File: src/rtl/apb_to_ahbl.sv
// APB3 completer to AHB-Lite manager bridge: each APB transfer becomes one
// NONSEQ SINGLE word transfer, with pready held low until the AHB data phase ends.
`timescale 1ns/1ps
module apb_to_ahbl #(
    parameter int unsigned          W_PADDR    = 16,
    parameter int unsigned          W_HADDR    = 32,
    parameter int unsigned          W_DATA     = 32,
    parameter logic [W_HADDR-1:0]   HADDR_BASE = '0
) (
    input  logic                clk,
    input  logic                rst_n,
    input  logic                apbs_psel,
    input  logic                apbs_penable,
    input  logic                apbs_pwrite,
    input  logic [W_PADDR-1:0]  apbs_paddr,
    input  logic [W_DATA-1:0]   apbs_pwdata,
    output logic                apbs_pready,
    output logic [W_DATA-1:0]   apbs_prdata,
    output logic                apbs_pslverr,
    output logic [W_HADDR-1:0]  ahblm_haddr,
    output logic                ahblm_hwrite,
    output logic [1:0]          ahblm_htrans,
    output logic [2:0]          ahblm_hsize,
    output logic [2:0]          ahblm_hburst,
    output logic [3:0]          ahblm_hprot,
    output logic                ahblm_hmastlock,
    output logic [W_DATA-1:0]   ahblm_hwdata,
    input  logic                ahblm_hready,
    input  logic                ahblm_hresp,
    input  logic [W_DATA-1:0]   ahblm_hrdata
);

    localparam logic [1:0] HTRANS_IDLE   = 2'b00;
    localparam logic [1:0] HTRANS_NONSEQ = 2'b10;

    typedef enum logic [1:0] {
        S_IDLE,
        S_APHASE,
        S_DPHASE,
        S_RESP
    } state_t;

    state_t              state_q,  state_d;
    logic [W_HADDR-1:0]  haddr_q,  haddr_d;
    logic                hwrite_q, hwrite_d;
    logic [W_DATA-1:0]   hwdata_q, hwdata_d;
    logic [W_DATA-1:0]   prdata_q, prdata_d;
    logic                err_q,    err_d;

    // State and datapath registers
    always_ff @(posedge clk) begin
        if (!rst_n) begin
            state_q  <= S_IDLE;
            haddr_q  <= '0;
            hwrite_q <= 1'b0;
            hwdata_q <= '0;
            prdata_q <= '0;
            err_q    <= 1'b0;
        end else begin
            state_q  <= state_d;
            haddr_q  <= haddr_d;
            hwrite_q <= hwrite_d;
            hwdata_q <= hwdata_d;
            prdata_q <= prdata_d;
            err_q    <= err_d;
        end
    end

    // Next-state and datapath updates; only a setup phase starts a transfer
    always_comb begin
        state_d  = state_q;
        haddr_d  = haddr_q;
        hwrite_d = hwrite_q;
        hwdata_d = hwdata_q;
        prdata_d = prdata_q;
        err_d    = err_q;
        unique case (state_q)
            S_IDLE: begin
                if (apbs_psel && !apbs_penable) begin
                    haddr_d  = HADDR_BASE | W_HADDR'(apbs_paddr);
                    hwrite_d = apbs_pwrite;
                    hwdata_d = apbs_pwdata;
                    state_d  = S_APHASE;
                end
            end
            S_APHASE: begin
                if (ahblm_hready) begin
                    state_d = S_DPHASE;
                end
            end
            S_DPHASE: begin
                if (ahblm_hready) begin
                    if (!hwrite_q) begin
                        prdata_d = ahblm_hresp ? '0 : ahblm_hrdata;
                    end
                    err_d   = ahblm_hresp;
                    state_d = S_RESP;
                end
            end
            S_RESP: begin
                state_d = S_IDLE;
            end
            default: begin
                state_d = S_IDLE;
            end
        endcase
    end

    // Output decode straight from the state register
    assign ahblm_htrans    = (state_q == S_APHASE) ? HTRANS_NONSEQ : HTRANS_IDLE;
    assign ahblm_haddr     = haddr_q;
    assign ahblm_hwrite    = hwrite_q;
    assign ahblm_hwdata    = hwdata_q;
    assign ahblm_hsize     = 3'b010;
    assign ahblm_hburst    = 3'b000;
    assign ahblm_hprot     = 4'b0011;
    assign ahblm_hmastlock = 1'b0;

    assign apbs_pready  = (state_q == S_RESP);
    assign apbs_pslverr = (state_q == S_RESP) && err_q;
    assign apbs_prdata  = prdata_q;

endmodule

File: config.mk
export PLATFORM = sky130hd
export DESIGN_NAME = apb_to_ahbl
export DESIGN_NICKNAME = d
export VERILOG_FILES = /design/src/rtl/apb_to_ahbl.sv
export SDC_FILE = /design/constraint.sdc
export NUM_CORES = 1
export LEC_CHECK = 0
export ABC_AREA = 0
export ABC_CLOCK_PERIOD_IN_PS = 1420
export CAP_MARGIN = 0
export CORE_AREA = 2 2 106 108
export CTS_CLUSTER_SIZE = 25
export DETAILED_ROUTE_END_ITERATION = 8
export DIE_AREA = 0 0 108 110
export HOLD_SLACK_MARGIN = 0.1
export PLACE_DENSITY_LB_ADDON = 0.08
export SETUP_SLACK_MARGIN = 0.1
export SLEW_MARGIN = 5
export SYNTH_ARGS = -nofsm -noshare
export SYNTH_HDL_FRONTEND = slang
export SYNTH_SLANG_ARGS = --single-unit
File: constraint.sdc
create_clock -name clk -period 1.42 [get_ports clk]
set_input_delay 0.284 -clock clk [delete_from_list [all_inputs] [get_ports clk]]
set_output_delay 0.284 -clock clk [all_outputs]
set_load 0.02 [all_outputs]
==> results of run 1 <==
==> layer usage <==
metal  up-vias  global-route usage  routed length [µm]
li1       1651                   -                   -
met1      1532               0.195                4460
met2       126               0.262                5080
met3        10              0.0653                1080
met4         0              0.0659                 139
met5         -                   0                   0
==> layout by cell type, fill, tap and decap left out, types with 6 or more instances in the layout <==
cell type and instances:
nand2_1 121, clkdlybuf4s50_1 85, dfxtp_1 82, a21boi_1 49, clkbuf_2 38, nand3b_1 34, a21boi_2 32, conb_1 28
clkdlybuf4s15_1 28, clkdlybuf4s15_2 13, buf_6 12, nand2_2 11, clkbuf_8 10, buf_4 9, buf_12 6
==> flip-flops by register name, summed over array words and instances, names as in the netlist <==
name,count
ahblm_haddr,16
state_q,2
apbs_prdata,32
err_q,1
ahblm_hwrite,1
ahblm_hwdata,32
==> worst reg2reg max path, cell delays in order (launching register included) <==
cell	delay, ps
dfxtp_4	390
inv_4	50
buf_6	110
ha_4	150
and3b_2	260
buf_12	150
clkbuf_16	150
nand2_1	60
a21boi_1	50
==> area by class of cell <==
class	instances	area (µm²)	area share
Timing Repair Buffer	203	2010	0.340
Multi-Input combinational cell	292	1830	0.310
Sequential cell	84	1690	0.286
Tap cell	140	175	0.0297
Clock buffer	13	149	0.0252
Clock inverter	2	35.0	0.00593
Inverter	2	15.0	0.00254
==> kinds of logic (layout without fill, tap and decap cells) <==
kind of cell	after synthesis	count (layout)	synth area share
adder cells (fa/ha/maj)	4	4	0.0135
other	2	28	0.00203
buffers and inverters	60	220	0.108
flip-flops	84	84	0.455
AND/OR/NAND/NOR	173	173	0.214
AO/OA/AOI/OAI	86	86	0.205
multiplexers	1	1	0.00271
==> stage by stage <==
stage	setup WS, ps	instance area (µm²)
6_report	-58.7	5910
5_1_grt	-103	5910
3_5_place_dp	-161	5480
3_3_place_gp	-101	5480
2_1_floorplan	99.7	3810
4_1_cts	-76.6	5840
==> path summary, 6_finish.rpt <==
kind | startpoint | end | slack, ps | depth (start not counted)
max | state_q[1]$_SDFFE_PN0P_ | ahblm_haddr[11]$_SDFFE_PN0P_ | -60 | 8
min | rst_n | state_q[0]$_SDFFE_PN0P_ | 390 | 4
max reg2reg | state_q[1]$_SDFFE_PN0P_ | ahblm_haddr[11]$_SDFFE_PN0P_ | -60 | 8
min reg2reg | ahblm_hwdata[29]$_SDFFE_PN0P_ | ahblm_hwdata[29]$_SDFFE_PN0P_ | 450 | 2
==> repair_timing <==
action                     CTS  global route
gates resized for setup    242            77
gates cloned                 2             7
pin swaps                   16            56
buffers inserted             5             3
hold buffers                 0             0
setup endpoints to repair  167           139
==> power groups by stage <==
stage | registers (W) | clock network, W | logic [W]
final | 0.00272 | 0.00167 | 0.00235
after global routing | 0.00275 | 0.00183 | 0.00254
after detailed placement | 0.00275 | 0 | 0.00195
after floorplan | 0.00297 | 0 | 0.000888
after CTS | 0.00272 | 0.00174 | 0.00212
after global placement | 0.00273 | 0 | 0.00194
==> reports/metrics.yaml, run 1 <==
logic_synthesis:
  synth_top_area_frac: 0.455
  synth_edf_count: 0
  synthArstFlopShare: 0
  synthesis.area_um2: 3700
  synth.most_common_cell: "nand2_1"
  ys_ff_latch: 84
  avgSynthCellArea_um2: 9.02
  syn_inst: 410
  yosysSeqAreaShare: 0.455
  yosys-top-cells-count: "nand2_1, dfxtp_1, a21boi_0"
  synth_area_leaders: "dfxtp_1, nand2_1, a21boi_2, a21boi_0, nand3b_1"
  ys.warnings.count: 0
  synth-main-ff-cell: "dfxtp_1"
  synth_area_leader_cell: "dfxtp_1"
  ys_types: 23
timing:
  fin_tns_setup_ps: -713
  worst_slack_ps: -58.7
  timing.hold.ws_ps: 386
  fin_crit_sh: 1.04
  fmax_mhz: 676
  setup_viol: 23
  hold_violations: 0
  skew_ps: 9.47
  rsz0062_at_grt: "true"
  period_minus_slack_ps: 1480
  drv_slew: 0
layout:
  antenna_cells: 0
  final_core_utilization: 0.552
  fin_cells: 736
  nFillCells: 1047
  drive_above_1_share: 0.267
  final_nets: 683
  syn_to_final_growth_pct: 59.7
route:
  antenna_left: 0
  routedWlPerCell_um: 14.6
  drt_wl_total_um: 10800
  drc: 0
  firstDrtPassIters: 4
  vias_per_cell: 4.51
  num_vias: 3319
  first_iter_violations: 102
placement:
  numPortBuffers: 170
  gp_routability_congestion: 0.686
  dp.final_hpwl_um: 6640
  dp_cells: 704
power:
  p_sw_w: 0.00213
  vdd_drop_max_mv: 0.495
  seqPwrFrac: 0.403
  p_per_area_nw_per_um2: 1140
  power_w: 0.00674
  clockPowerShare: 0.248
  comb_power_share: 0.348
  swShare: 0.316
  p_leak_nw: 2.29
  p_int_w: 0.00461
floorplan:
  io_pins: 199
  core_um2: 10700
  rows: 38
  die_x_um: 108
  dieArea_um2: 11900
  die_y_um: 110
  initial_core_util: 0.346
clock_tree:
  tritoncts: "done"
  clockRootBuffer: "clkbuf_8"
  h-tree-depth: 3
  cts.path.max_buffers: 2
  cts_made_buffers: 9
  cts_sinks: 84
  clkLatencyLatePin_ps: 350
  cts.reportedPaths.clkPinSlew_ps: 80
global_route:
  grt_max_degree: 49
  first_global_vias: 3135
  grt_overflow: 0
  grt_usage: 0.163
  grt_pass1_wl_um: 15200
  antenna_found_initial: 0
critical_path:
  crit_buf_inv: 4
  startpoint_type: "register"
  slowest_stage: "dfxtp_4"
  path_max_fanout: 5
  slowest_delay_ps: 390
  crit_required_ps: 1660
  end_kind: "register"
  path_class: "reg2reg"
  path_cells: "inv_4 -> buf_6 -> ha_4 -> and3b_2 -> buf_12 -> clkbuf_16 -> nand2_1 -> a21boi_1"
  arrival_ps: 1720
  crit_family: "buffers and inverters"
outcome:
  status: "finished, violations left"
  violations: "negative setup slack"
run:
  cap_violations: 0
min_path:
  min_path_type: "in2reg"
(Power assumes the default switching activity.)
==> run 2: changes to the inputs <==
--- a/config.mk
+++ b/config.mk
@@ -15,6 +15,7 @@
 export HOLD_SLACK_MARGIN = 0.1
 export PLACE_DENSITY_LB_ADDON = 0.08
 export SETUP_SLACK_MARGIN = 0.1
+export SKIP_LAST_GASP = 1
 export SLEW_MARGIN = 5
 export SYNTH_ARGS = -nofsm -noshare
 export SYNTH_HDL_FRONTEND = slang
==> run 2 against run 1 <==
Compared with the run above:
- the run still ends with negative setup slack left
- critical path depth did not move
- wire length is 9.4% higher
- clock skew rose by 0.51 ps
- sequential share of layout area shrank 1.5 points
- cell area up 5.6%
- worst setup slack lost 57 ps
- maximum frequency fell by 3.7%
- combinational power grew 14%
- sequential cell count unchanged
- highest routed layer unchanged
==> reports/metrics.yaml, run 2 (synthesis gave the netlist of run 1 again) <==
route:
  first_iter_violations: 106
  routedWlPerCell_um: 15.8
  vias_per_cell: 4.54
  num_vias: 3385
  antenna_left: 0
  drt_wl_total_um: 11800
  drc: 0
  firstDrtPassIters: 4
power:
  vdd_drop_max_mv: 0.559
  p_per_area_nw_per_um2: 1140
  power_w: 0.00711
  p_leak_nw: 2.43
layout:
  final-seq-area_um2: 1690
  layout.cells.most_common_list: "nand2_1, clkdlybuf4s50_1, dfxtp_1, a21boi_2, clkbuf_2"
  nFillCells: 1006
  postLayoutCellArea_um2: 6230
  fin_cells: 746
  final_nets: 693
  layout_commonest_cell: "nand2_1"
  antenna_cells: 0
  drive_above_1_share: 0.348
  syn_to_final_growth_pct: 68.5
  multi_input_area_um2: 2000
critical_path:
  reg2reg_depth: 8
  path_class: "reg2reg"
  slowest_delay_ps: 380
  end_kind: "register"
  rrSetupSlack_ps: -120
  arrival_ps: 1810
  crit_buf_inv: 4
  path_max_fanout: 8
  startpoint_type: "register"
  r2r_end: "ahblm_hwdata[30]$_SDFFE_PN0P_"
  crit_required_ps: 1690
  cp_common_cell: "buf_6"
  timing.rr.start: "state_q[1]$_SDFFE_PN0P_"
  slowest_stage: "dfxtp_4"
  path_cells: "inv_4 -> buf_6 -> ha_4 -> nand3b_1 -> buf_6 -> buf_6 -> nand2_1 -> a21boi_1"
  crit_family: "buffers and inverters"
global_route:
  grt_use_met2: 0.262
  grt_usage: 0.163
  first_global_vias: 3127
  antenna_found_initial: 0
  met3_usage: 0.0653
  grt_max_degree: 49
  top_usage_layer: "met2"
  gr-usage-met1: 0.195
  grt_pass1_wl_um: 15100
  grt_overflow: 0
clock_tree:
  cts_sinks: 84
  cts.path.max_buffers: 2
  cts_made_buffers: 9
  clockRootBuffer: "clkbuf_8"
  h-tree-depth: 3
  clkLatencyLatePin_ps: 350
  tritoncts: "done"
  cts.reportedPaths.clkPinSlew_ps: 80
min_path:
  whs_endpoint: "state_q[0]$_SDFFE_PN0P_"
  hold_depth: 4
  min_path_type: "in2reg"
  min_from: "rst_n"
run:
  cap_violations: 0
floorplan:
  rows: 38
  io_pins: 199
  die_y_um: 110
  core_um2: 10700
  die_x_um: 108
  dieArea_um2: 11900
  initial_core_util: 0.346
placement:
  dp.final_hpwl_um: 6640
  numPortBuffers: 170
  gp_routability_congestion: 0.686
  place_area_um2: 5480
  dp_cells: 704
outcome:
  status: "finished, violations left"
  violations: "negative setup slack"
timing:
  fin_crit_sh: 1.08
  period_minus_slack_ps: 1540
  setup_viol: 52
  fin_tns_setup_ps: -1100
  hold_violations: 0
  fmax_mhz: 651
  worst_slack_ps: -116
  drv_slew: 0
  timing.hold.ws_ps: 389
  rsz0062_at_grt: "true"
  skew_ps: 9.99
[run 2: cell types whose count changed in the layout (fill, tap and decap cells not counted), sizes merged]
cell / delta
and3b: +1
buf: +3
clkbuf: +8
clkdlybuf4s15: -2
[run 2: report_power, final]
group          internal [W]  switching, W
sequential          0.00258      0.000156
combinational       0.00137       0.00132
clock              0.000853      0.000830
[run 2: how the worst max path moves through the flow]
| stage | from | endpoint | slack, ps | depth (start not counted) |
|---|---|---|---|---|
| after detailed placement | apbs_psel | ahblm_haddr[7]$_SDFFE_PN0P_ | -160 | 5 |
| after global routing | state_q[1]$_SDFFE_PN0P_ | ahblm_hwdata[30]$_SDFFE_PN0P_ | -150 | 8 |
| after global placement | state_q[1]$_SDFFE_PN0P_ | apbs_pslverr | -100 | 3 |
| final | state_q[1]$_SDFFE_PN0P_ | ahblm_hwdata[30]$_SDFFE_PN0P_ | -120 | 8 |
| after floorplan | state_q[0]$_SDFFE_PN0P_ | apbs_prdata[17]$_SDFFE_PN0P_ | 100 | 6 |
| after CTS | state_q[1]$_SDFFE_PN0P_ | apbs_pslverr | -80 | 3 |
[run 2: cell type report]
type                       count  area share
clock inverter                 2     0.00562
clock buffer                  13      0.0239
timing repair buffer         212       0.349
tap                          140      0.0281
inverter                       2     0.00241
multi-input combinational    293       0.320
sequential                    84       0.271
[run 2: routing by layer]
metal  vias up  routed length (µm)
met5         -                   0
met4         0                 150
met3        11                 984
met2       124                5660
met1      1575                4980
li1       1675                   -
[run 2: timing repair]
action,in CTS,in global routing
pin swaps,13,119
resized for setup,195,177
hold buffers,0,0
setup endpoints to repair,167,139
cloned,2,17
buffers inserted,5,3
[run 2: worst register-to-register path, cell delays in order (launching register included)]
cell and delay (ps):
dfxtp_4 380, inv_4 50, buf_6 110, ha_4 160
nand3b_1 140, buf_6 210, buf_6 150, nand2_1 70
a21boi_1 180
[run 2: stage by stage]
stage           util  setup slack [ps]
5_1_grt        0.583              -147
6_report       0.583              -116
3_5_place_dp   0.512              -161
3_3_place_gp   0.512              -101
2_1_floorplan      -              99.7
4_1_cts        0.544             -76.6
==> run 3: changes to the inputs <==
--- a/config.mk
+++ b/config.mk
@@ -5,15 +5,15 @@
 export SDC_FILE = /design/constraint.sdc
 export NUM_CORES = 1
 export LEC_CHECK = 0
-export ABC_AREA = 0
+export ABC_AREA = 1
 export ABC_CLOCK_PERIOD_IN_PS = 1420
-export CAP_MARGIN = 0
 export CORE_AREA = 2 2 106 108
 export CTS_CLUSTER_SIZE = 25
 export DETAILED_ROUTE_END_ITERATION = 8
 export DIE_AREA = 0 0 108 110
 export HOLD_SLACK_MARGIN = 0.1
 export PLACE_DENSITY_LB_ADDON = 0.08
+export REMOVE_ABC_BUFFERS = 1
 export SETUP_SLACK_MARGIN = 0.1
 export SKIP_LAST_GASP = 1
 export SLEW_MARGIN = 5
==> run 3 against run 2 <==
Compared with the run above:
- synthesized cell count grew 16%
- critical path depth grew 1
- sequential power grew 13%
- the flow still finishes with violations (negative setup slack)
==> reports/metrics.yaml, run 3 <==
timing:
  hold_violations: 0
  rsz0062_at_grt: "true"
  fin_crit_sh: 1.03
  fmax_mhz: 686
  worst_slack_ps: -37.8
  skew_ps: 7.06
  timing.hold.ws_ps: 429
  period_minus_slack_ps: 1460
  setup_viol: 19
  drv_slew: 0
critical_path:
  end_kind: "register"
  reg2reg_depth: 9
  path_class: "reg2reg"
  timing.rr.start: "state_q[0]$_SDFFE_PN0P_"
  r2r_end: "apbs_prdata[31]$_SDFFE_PN0P_"
  rrSetupSlack_ps: -40
  arrival_ps: 1710
  path_max_fanout: 6
  crit_required_ps: 1670
  startpoint_type: "register"
floorplan:
  initial_core_util: 0.342
  rows: 38
  die_y_um: 110
  dieArea_um2: 11900
  die_x_um: 108
  io_pins: 199
  core_um2: 10700
power:
  comb_power_share: 0.458
  swShare: 0.357
  vdd_drop_max_mv: 0.669
  power_w: 0.00939
  seqPwrFrac: 0.330
  p_sw_w: 0.00335
  p_per_area_nw_per_um2: 1490
  p_leak_nw: 2.72
  p_int_w: 0.00604
  clockPowerShare: 0.212
clock_tree:
  h-tree-depth: 3
  clkLatencyLatePin_ps: 360
  cts_sinks: 84
  cts_hold_buf: 0
  clockRootBuffer: "clkbuf_8"
  cts.path.max_buffers: 2
  cts.reportedPaths.clkPinSlew_ps: 80
  tritoncts: "done"
  cts_made_buffers: 9
run:
  cap_violations: 0
layout:
  nFillCells: 987
  multi_input_area_um2: 1700
  antenna_cells: 0
  layout_commonest_cell: "clkdlybuf4s50_1"
  final_nets: 766
  layout.cells.most_common_list: "clkdlybuf4s50_1, inv_1, dfxtp_1, nor2_1, clkbuf_2"
  drive_above_1_share: 0.350
  syn_to_final_growth_pct: 72.1
  final_core_utilization: 0.589
  final-seq-area_um2: 1690
global_route:
  grt_max_degree: 85
  met3_usage: 0.0794
  grt_overflow: 0
  antenna_found_initial: 0
  gr-usage-met1: 0.193
  first_global_vias: 3505
  grt_usage: 0.170
  grt_pass1_wl_um: 16000
  top_usage_layer: "met2"
  grt_use_met2: 0.283
logic_synthesis:
  synthesis.area_um2: 3660
  yosysSeqAreaShare: 0.459
  ys_types: 20
  synth.most_common_cell: "inv_1"
  ys_ff_latch: 84
  synth-main-ff-cell: "dfxtp_1"
  syn_inst: 477
  synthArstFlopShare: 0
  avgSynthCellArea_um2: 7.68
  ys.warnings.count: 0
  synth_area_leader_cell: "dfxtp_1"
  synth_top_area_frac: 0.459
  synth_area_leaders: "dfxtp_1, o21ai_1, inv_1, nor2_1, buf_4"
  synth_edf_count: 0
  yosys-top-cells-count: "inv_1, dfxtp_1, o21ai_1"
route:
  antenna_left: 0
  vias_per_cell: 4.39
  firstDrtPassIters: 4
  routedWlPerCell_um: 13.1
  drt_wl_total_um: 10700
  first_iter_violations: 54
  num_vias: 3598
  drc: 0
placement:
  numPortBuffers: 170
  gp_routability_congestion: 0.706
  dp.final_hpwl_um: 6310
min_path:
  hold_depth: 4
  whs_endpoint: "ahblm_hwdata[11]$_SDFFE_PN0P_"
  min_from: "rst_n"
  min_path_type: "in2reg"
outcome:
  status: "finished, violations left"
  violations: "negative setup slack"
==> run 3: power by group through the flow <==
| stage | combinational, W | sequential [W] | clock [W] |
|---|---|---|---|
| floorplan | 0.00124 | 0.00360 | 0 |
| global placement | 0.00337 | 0.00308 | 0 |
| detailed placement | 0.00340 | 0.00310 | 0 |
| CTS | 0.00401 | 0.00308 | 0.00207 |
| global route | 0.00467 | 0.00316 | 0.00212 |
| finish | 0.00430 | 0.00310 | 0.00199 |
==> run 3: kinds of logic after synthesis <==
kind of cell | count (synthesis) | share of synthesized area
AND/OR/NAND/NOR | 110 | 0.122
buffers and inverters | 142 | 0.198
flip-flops | 84 | 0.459
AO/OA/AOI/OAI | 135 | 0.206
other | 2 | 0.00205
adder cells (fa/ha/maj) | 4 | 0.0137
==> run 3: per-stage QoR <==
step	area (µm²)	std cells	setup TNS [ps]	setup WS [ps]
after detailed placement	5460	781	-7040	-165
after global routing	6310	820	-2950	-93.2
after global placement	5460	781	-5360	-138
after floorplan	3360	447	-21100	-432
after CTS	6280	811	-2720	-110
final	6310	820	-248	-37.8
==> run 3: area by class of cell <==
cell class	instances	area share
timing repair buffer	216	0.345
tap	140	0.0278
inverter	86	0.0520
clock inverter	4	0.0111
multi-input combinational	278	0.270
clock buffer	12	0.0262
sequential	84	0.268
==> run 3: layer usage <==
layer  vias up  part of all wire
li1       1816                 -
met1      1622              0.40
met2       147              0.46
met3        13              0.12
met4         0             0.014
met5         -                 0
==> run 3: critical path: stages, from the launching register on <==
cell,delay [ps]
dfxtp_4,370
buf_6,120
inv_6,60
ha_4,180
nand2_8,80
nor2_8,200
buf_6,140
o21ai_1,60
nand2_1,80
nor2_1,60
==> run 3: worst max path at each step <==
stage | start | end | slack, ps | cells after the start
final | state_q[0]$_SDFFE_PN0P_ | apbs_prdata[31]$_SDFFE_PN0P_ | -40 | 9
after global placement | ahblm_hready | apbs_prdata[14]$_SDFFE_PN0P_ | -140 | 7
after global routing | state_q[0]$_SDFFE_PN0P_ | apbs_prdata[9]$_SDFFE_PN0P_ | -90 | 9
after detailed placement | ahblm_hready | apbs_prdata[18]$_SDFFE_PN0P_ | -170 | 7
after floorplan | state_q[0]$_SDFFE_PN0P_ | ahblm_hwdata[14]$_SDFFE_PN0P_ | -430 | 5
after CTS | state_q[1]$_SDFFE_PN0P_ | apbs_pslverr | -110 | 4
==> run 3: what timing repair did <==
| item | CTS | global route |
|---|---|---|
| buffers inserted | 8 | 5 |
| pin swaps | 21 | 21 |
| endpoints found under the setup margin | 167 | 139 |
| gates cloned | 7 | 7 |
| gates resized for setup | 292 | 97 |
